--- src/rtl/mbc_pkg.sv ---
// Shared definitions for the mbc_target memory-bus register target:
// FSM state encoding, control-word bit positions and the error read value.
package mbc_pkg;

    typedef enum logic [1:0] {
        IDLE = 2'd0,
        WAIT = 2'd1,
        RESP = 2'd2
    } mbc_state_e;

    localparam int BUSY = 0;
    localparam int ACK  = 1;
    localparam int ERR  = 2;

    localparam logic [31:0] ERR_READ_VAL = 32'h0000_0000;

    // Status word seen on the bus; every bit above ERR stays zero.
    function automatic logic [31:0] ctrl_word(input logic busy, input logic ack, input logic err);
        logic [31:0] w;
        w      = 32'h0000_0000;
        w[BUSY] = busy;
        w[ACK]  = ack;
        w[ERR]  = err;
        return w;
    endfunction

endpackage

--- src/rtl/mbc_wait_ctr.sv ---
// Loadable down-counter used to time the wait states of a bus transaction.
// expired flags the last wait cycle (count of 1).
module mbc_wait_ctr #(
    parameter int CNT_W = 4
) (
    input  logic             clk,
    input  logic             reset,
    input  logic             load,
    input  logic [CNT_W-1:0] load_val,
    input  logic             dec,
    output logic [CNT_W-1:0] count,
    output logic             expired
);

    // Count register: load wins over decrement, saturates at zero.
    always_ff @(posedge clk or posedge reset) begin
        if (reset) begin
            count <= '0;
        end else if (load) begin
            count <= load_val;
        end else if (dec && (count != '0)) begin
            count <= count - CNT_W'(1);
        end else begin
            count <= count;
        end
    end

    assign expired = (count == CNT_W'(1));

endmodule

--- src/rtl/mbc_target.sv ---
// Memory-bus register target: NUM_REGS word registers behind an
// IDLE/WAIT/RESP handshake. Define MBC_TARGET_ERR_EN to flag out-of-range addresses.
module mbc_target
    import mbc_pkg::*;
#(
    parameter int ADDR_W   = 32,
    parameter int DATA_W   = 32,
    parameter int NUM_REGS = 8,
    parameter int WAIT_CYC = 1
) (
    input  logic                       clk,
    input  logic                       reset,
    input  logic [ADDR_W-1:0]          mbc_in_ifc_address,
    input  logic [DATA_W-1:0]          mbc_in_ifc_write_data,
    input  logic                       mbc_in_ifc_write,
    input  logic                       mbc_in_ifc_read,
    output logic [DATA_W-1:0]          mbc_in_ifc_read_data,
    output logic [31:0]                mbc_in_ifc_control,
    output logic [NUM_REGS*DATA_W-1:0] reg_out
);

    localparam int                IDX_W    = $clog2(NUM_REGS);
    localparam logic [3:0]        WAIT_LD  = 4'(WAIT_CYC);
    localparam logic [ADDR_W-1:0] IDX_MASK = ADDR_W'(NUM_REGS * 4 - 1);

    mbc_state_e        state;
    logic [IDX_W-1:0]  cap_idx;
    logic [DATA_W-1:0] cap_data;
    logic              cap_write;
    logic              cap_oor;

    logic [DATA_W-1:0] regs [NUM_REGS];

    logic              req;
    logic              live_oor;
    logic [IDX_W-1:0]  live_idx;
    logic              accept;
    logic              start_resp;
    logic [IDX_W-1:0]  txn_idx;
    logic [DATA_W-1:0] txn_data;
    logic              txn_write;
    logic              txn_oor;
    logic [3:0]        wait_count;
    logic              wait_expired;
    logic              unused_bits;

    assign req      = mbc_in_ifc_write | mbc_in_ifc_read;
    assign live_idx = mbc_in_ifc_address[IDX_W+1:2];

`ifdef MBC_TARGET_ERR_EN
    assign live_oor = ((mbc_in_ifc_address & ~IDX_MASK) != '0);
`else
    // Upper address bits alias onto the register window.
    assign live_oor = 1'b0;
`endif

    assign unused_bits = ^{mbc_in_ifc_address, wait_count, IDX_MASK};

    // With zero wait states the commit uses the live request, otherwise the captured one.
    always_comb begin
        accept     = 1'b0;
        start_resp = 1'b0;
        txn_idx    = cap_idx;
        txn_data   = cap_data;
        txn_write  = cap_write;
        txn_oor    = cap_oor;
        if (state == IDLE) begin
            accept     = req;
            start_resp = req && (WAIT_CYC == 0);
            txn_idx    = live_idx;
            txn_data   = mbc_in_ifc_write_data;
            txn_write  = mbc_in_ifc_write;
            txn_oor    = live_oor;
        end else if (state == WAIT) begin
            start_resp = wait_expired;
        end else begin
            start_resp = 1'b0;
        end
    end

    mbc_wait_ctr #(
        .CNT_W (4)
    ) u_wait_ctr (
        .clk      (clk),
        .reset    (reset),
        .load     (accept),
        .load_val (WAIT_LD),
        .dec      (state == WAIT),
        .count    (wait_count),
        .expired  (wait_expired)
    );

    // Handshake FSM with registered status word and request capture.
    always_ff @(posedge clk or posedge reset) begin
        if (reset) begin
            state              <= IDLE;
            mbc_in_ifc_control <= 32'h0000_0000;
            cap_idx            <= '0;
            cap_data           <= '0;
            cap_write          <= 1'b0;
            cap_oor            <= 1'b0;
        end else begin
            case (state)
                IDLE: begin
                    if (req) begin
                        cap_idx   <= live_idx;
                        cap_data  <= mbc_in_ifc_write_data;
                        cap_write <= mbc_in_ifc_write;
                        cap_oor   <= live_oor;
                        if (WAIT_CYC == 0) begin
                            state              <= RESP;
                            mbc_in_ifc_control <= ctrl_word(1'b1, 1'b1, live_oor);
                        end else begin
                            state              <= WAIT;
                            mbc_in_ifc_control <= ctrl_word(1'b1, 1'b0, 1'b0);
                        end
                    end else begin
                        state              <= IDLE;
                        mbc_in_ifc_control <= 32'h0000_0000;
                    end
                end
                WAIT: begin
                    if (wait_expired) begin
                        state              <= RESP;
                        mbc_in_ifc_control <= ctrl_word(1'b1, 1'b1, cap_oor);
                    end else begin
                        state              <= WAIT;
                        mbc_in_ifc_control <= ctrl_word(1'b1, 1'b0, 1'b0);
                    end
                end
                RESP: begin
                    state              <= IDLE;
                    mbc_in_ifc_control <= 32'h0000_0000;
                end
                default: begin
                    state              <= IDLE;
                    mbc_in_ifc_control <= 32'h0000_0000;
                end
            endcase
        end
    end

    // Register file and read response, both updated on the edge entering RESP.
    always_ff @(posedge clk or posedge reset) begin
        if (reset) begin
            for (int i = 0; i < NUM_REGS; i++) begin
                regs[i] <= '0;
            end
            mbc_in_ifc_read_data <= '0;
        end else if (start_resp) begin
            if (txn_write) begin
                if (!txn_oor) begin
                    regs[txn_idx] <= txn_data;
                end
            end else if (txn_oor) begin
                mbc_in_ifc_read_data <= ERR_READ_VAL[DATA_W-1:0];
            end else begin
                mbc_in_ifc_read_data <= regs[txn_idx];
            end
        end
    end

    // Flatten the register file, register 0 in the LSBs.
    always_comb begin
        reg_out = '0;
        for (int i = 0; i < NUM_REGS; i++) begin
            reg_out[i*DATA_W +: DATA_W] = regs[i];
        end
    end

endmodule

--- config.mk ---
export PLATFORM = sky130hd
export DESIGN_NAME = mbc_target
export DESIGN_NICKNAME = d
export VERILOG_FILES = /design/src/rtl/mbc_pkg.sv /design/src/rtl/mbc_wait_ctr.sv /design/src/rtl/mbc_target.sv
export SDC_FILE = /design/constraint.sdc
export NUM_CORES = 1
export LEC_CHECK = 0
export ABC_AREA = 0
export CORE_MARGIN = 5
export CORE_UTILIZATION = 51
export DETAILED_ROUTE_END_ITERATION = 10
export PLACE_DENSITY = 0.83
export SKIP_LAST_GASP = 1
export SYNTH_ARGS = -nofsm -noshare
export SYNTH_HDL_FRONTEND = slang
export SYNTH_SLANG_ARGS = --single-unit
--- constraint.sdc ---
create_clock -name clk -period 21.7 [get_ports clk]
set_clock_uncertainty 0.15 [all_clocks]
set_input_delay 6.51 -clock clk [delete_from_list [all_inputs] [get_ports clk]]
set_output_delay 6.51 -clock clk [all_outputs]
set_load 0.01 [all_outputs]
==> results.py <==
metrics = {
    "clock_network": {
        "cts_buffers": 36,
        "h-tree-depth": 2,
        "cts_tree": "yes",
        "cts_hold_buf": 0,
        "post_cts_resized": 0,
        "cts_setup_buffers": 0,
        "clock_latency_ns": 0.50,
        "cts_buffer_depth": 3,
        "clk_pin_slew_ns": 0.06,
        "clock-sinks": 331,
        "root_buffer": "clkbuf_16",
    },
    "sta": {
        "finalSetupViolCount": 0,
        "slew_violations": 0,
        "post-route-period-util_pct": 46.70,
        "fin_setup_tns_ns": 0,
        "rsz0062_at_grt": "no",
        "min_period_ns": 10.13,
        "timing_hold_violations_final": 0,
        "max_freq_mhz": 98.67,
        "tightestPinTransition_ns": 1.190,
        "slew_headroom_pct": 20.39,
    },
    "run_status": {
        "outcome": "complete, no violations",
    },
    "placement": {
        "place.gp.congestion": 0.8489,
        "port_buffers": 328,
        "dp_cells": 2110,
        "post-dp-hpwl_um": 30690,
    },
    "die": {
        "row_count": 62,
        "die_w_um": 179.9,
        "core_area_mm2": 0.02863,
        "ios": 388,
        "die-area_mm2": 0.03237,
        "die_h_um": 179.9,
        "initial_core_util_pct": 51.44,
    },
    "global_route": {
        "grt_usage_pct": 28.63,
        "grt_pass1_vias": 12970,
        "grt_max_degree": 90,
        "antenna_found_initial": 2,
        "grt_pass1_wl_um": 74420,
        "grt_remaining_overflow": 0,
    },
    "hold_path": {
        "hold_path.class": "reg2reg",
    },
    "drt": {
        "viasPerCell": 5.848,
        "drt_wl_total_um": 47550,
        "drt-pass1-iter-count": 5,
        "vias": 12710,
        "drt_iter0_drc": 1254,
        "ant_nets": 0,
        "drt-wirelength-per-cell_um": 21.87,
        "drc": 0,
    },
    "yosys": {
        "synthArstFlopShare_pct": 100.0,
        "avgSynthCellArea_um2": 9.956,
        "synth_ff_type": "dfrtp_1",
        "ys_ff_latch": 331,
        "syn-cell-area_mm2": 0.01473,
        "synthCells": 1479,
        "yosysWarnings": 0,
        "yosysSeqAreaShare_pct": 56.25,
        "synth_edf_count": 0,
        "ys_types": 43,
    },
    "setup_path": {
        "cp_top_family": "buffers and inverters",
        "slowest_stage": "buf_4",
        "max_stage_delay_ns": 0.84,
        "end_kind": "flip-flop",
        "cpMostUsedCell": "buf_4",
        "critPathKind": "in2reg",
        "crit_fanout": 56,
        "critPathBufInv": 4,
        "arrival_ns": 10.40,
        "cp.required_ns": 21.97,
        "cp-start-kind": "primary input",
        "worstPathCellList": "clkdlybuf4s50_1, nor3b_4, nor2_4, buf_4, buf_4, or4_2, buf_4, nand2_1, o21ai_1",
    },
    "power": {
        "pwr_density_cell_mw_per_mm2": 172.7,
        "ir_drop_v": 0.00009780,
        "p_leak_nw": 8.491,
    },
    "flow_run": {
        "cap_violations": 0,
    },
    "finish": {
        "fin_cells": 2174,
        "drive_above_1_share_pct": 7.666,
        "nNetsFinal": 1834,
        "syn2layout_area_growth_pct": 30.67,
    },
}
[flip-flops by register name (all words and copies together), names as in the netlist]
register / flops
cap_data: 32
cap_idx: 3
cap_write: 1
mbc_in_ifc_control: 2
mbc_in_ifc_read_data: 32
reg_out: 256
state: 1
u_wait_ctr.count: 4
[area by class of cell]
type	count	area, um^2
clock buffers	54	1080
fillers	2100	9383
flip-flops and latches	331	8283
repair buffers	353	3471
clock inverters	7	37.54
diodes	3	7.507
inverters	7	33.78
multi-input cells	1035	5849
well taps	384	480.5
[cells in the final DEF (no fill, tap or decap), types with 4 or more instances in the layout]
| cell type | synthesis | final |
|---|---|---|
| a21oi_1 | 214 | 214 |
| a2bb2oi_1 | 6 | 6 |
| a31oi_1 | 34 | 32 |
| buf_4 | 38 | 25 |
| clkbuf_1 | 42 | 8 |
| clkbuf_16 | 0 | 37 |
| clkbuf_8 | 0 | 9 |
| clkdlybuf4s50_1 | 0 | 328 |
| clkinv_2 | 0 | 6 |
| conb_1 | 1 | 30 |
| dfrtp_1 | 331 | 331 |
| inv_1 | 7 | 6 |
| mux2_2 | 32 | 32 |
| mux2i_1 | 102 | 102 |
| nand2_1 | 201 | 201 |
| nand3_1 | 26 | 26 |
| nor2_1 | 198 | 197 |
| nor4_4 | 4 | 4 |
| o21ai_0 | 30 | 30 |
| o21ai_1 | 96 | 95 |
| o22a_1 | 32 | 32 |
[cell families (layout without fill, tap and decap cells)]
family,Yosys count,in the layout,synth area share (%)
AND/OR/NAND/NOR,448,448,12.85
AO/OA/AOI/OAI,417,417,15.65
flip-flops,331,331,56.25
buffers and inverters,142,421,5.345
multiplexers,135,135,9.534
XOR/XNOR,3,3,0.1785
adder cells (fa/ha/maj),2,2,0.1699
other,1,33,0.02547
[synth_stat cells (2+ instances only)]
master     count  share of area, %
dfrtp_1      331                56
a21oi_1      214               7.3
nand2_1      201               5.1
nor2_1       198               5.0
mux2i_1      102               6.9
o21ai_1       96               3.3
buf_2         47               1.6
clkbuf_1      42               1.1
buf_4         38               1.9
a31oi_1       34               1.4
mux2_2        32               2.4
o22a_1        32               1.9
o21ai_0       30               1.0
nand3_1       26              0.88
buf_6          7              0.54
inv_1          7              0.18
a2bb2oi_1      6              0.36
nor4_4         4              0.58
nor4b_1        3              0.18
ha_1           2              0.17
nor2_4         2              0.15
or2_2          2             0.085
or4_1          2              0.10
xor2_1         2              0.12
[metal layers]
metal	GRT usage, %	wire (um)	vias to the layer above
met5	0	0	-
met3	8.145	4791	121
li1	-	-	5637
met4	9.174	1565	0
met2	49.64	23650	718
met1	34.72	17540	6237
[tightest hold or removal path, stage by stage (launching register included)]
cell     delay, ns
dfrtp_1       0.34
nand2_1       0.05
nand2_1       0.05
[report_power, final]
group | switching [mW] | internal, mW
clock | 0.236 | 0.342
sequential | 0.235 | 0.889
combinational | 0.867 | 0.755
total | 1.34 | 1.99
[path summary, 6_finish.rpt]
check	startpoint	end	slack (ns)	cells past startpoint
max in group asynchronous	reset	cap_data[14]$_DFFE_PP0P_	12.70	4
setup / recovery	mbc_in_ifc_address[2]	reg_out[232]$_DFFE_PP0P_	11.57	9
setup reg to reg	state[0]$_DFF_PP0_	reg_out[232]$_DFFE_PP0P_	17.12	9
hold / removal	cap_data[14]$_DFFE_PP0P_	cap_data[14]$_DFFE_PP0P_	0.32	2
hold reg to reg	cap_data[14]$_DFFE_PP0P_	cap_data[14]$_DFFE_PP0P_	0.32	2
min in group asynchronous	reset	reg_out[61]$_DFFE_PP0P_	6.36	2
[metrics by stage]
| step | utilization (%) | power, mW | cell area [um^2] | hold slack (ns) | setup slack, ns |
|---|---|---|---|---|---|
| after floorplan | - | 1.944 | 14830 | 0.2950 | 5.872 |
| after CTS | 67.20 | 3.320 | 19230 | 0.3248 | 11.68 |
| after detailed placement | 63.29 | 2.725 | 18120 | 0.3111 | 11.18 |
| after global routing | 67.21 | 3.507 | 19240 | 0.3428 | 11.54 |
| after global placement | 63.29 | 2.663 | 18120 | 0.3077 | 11.25 |
| final | 67.22 | 3.323 | 19240 | 0.3212 | 11.57 |
Note: power is estimated with default switching activity, not from simulation.
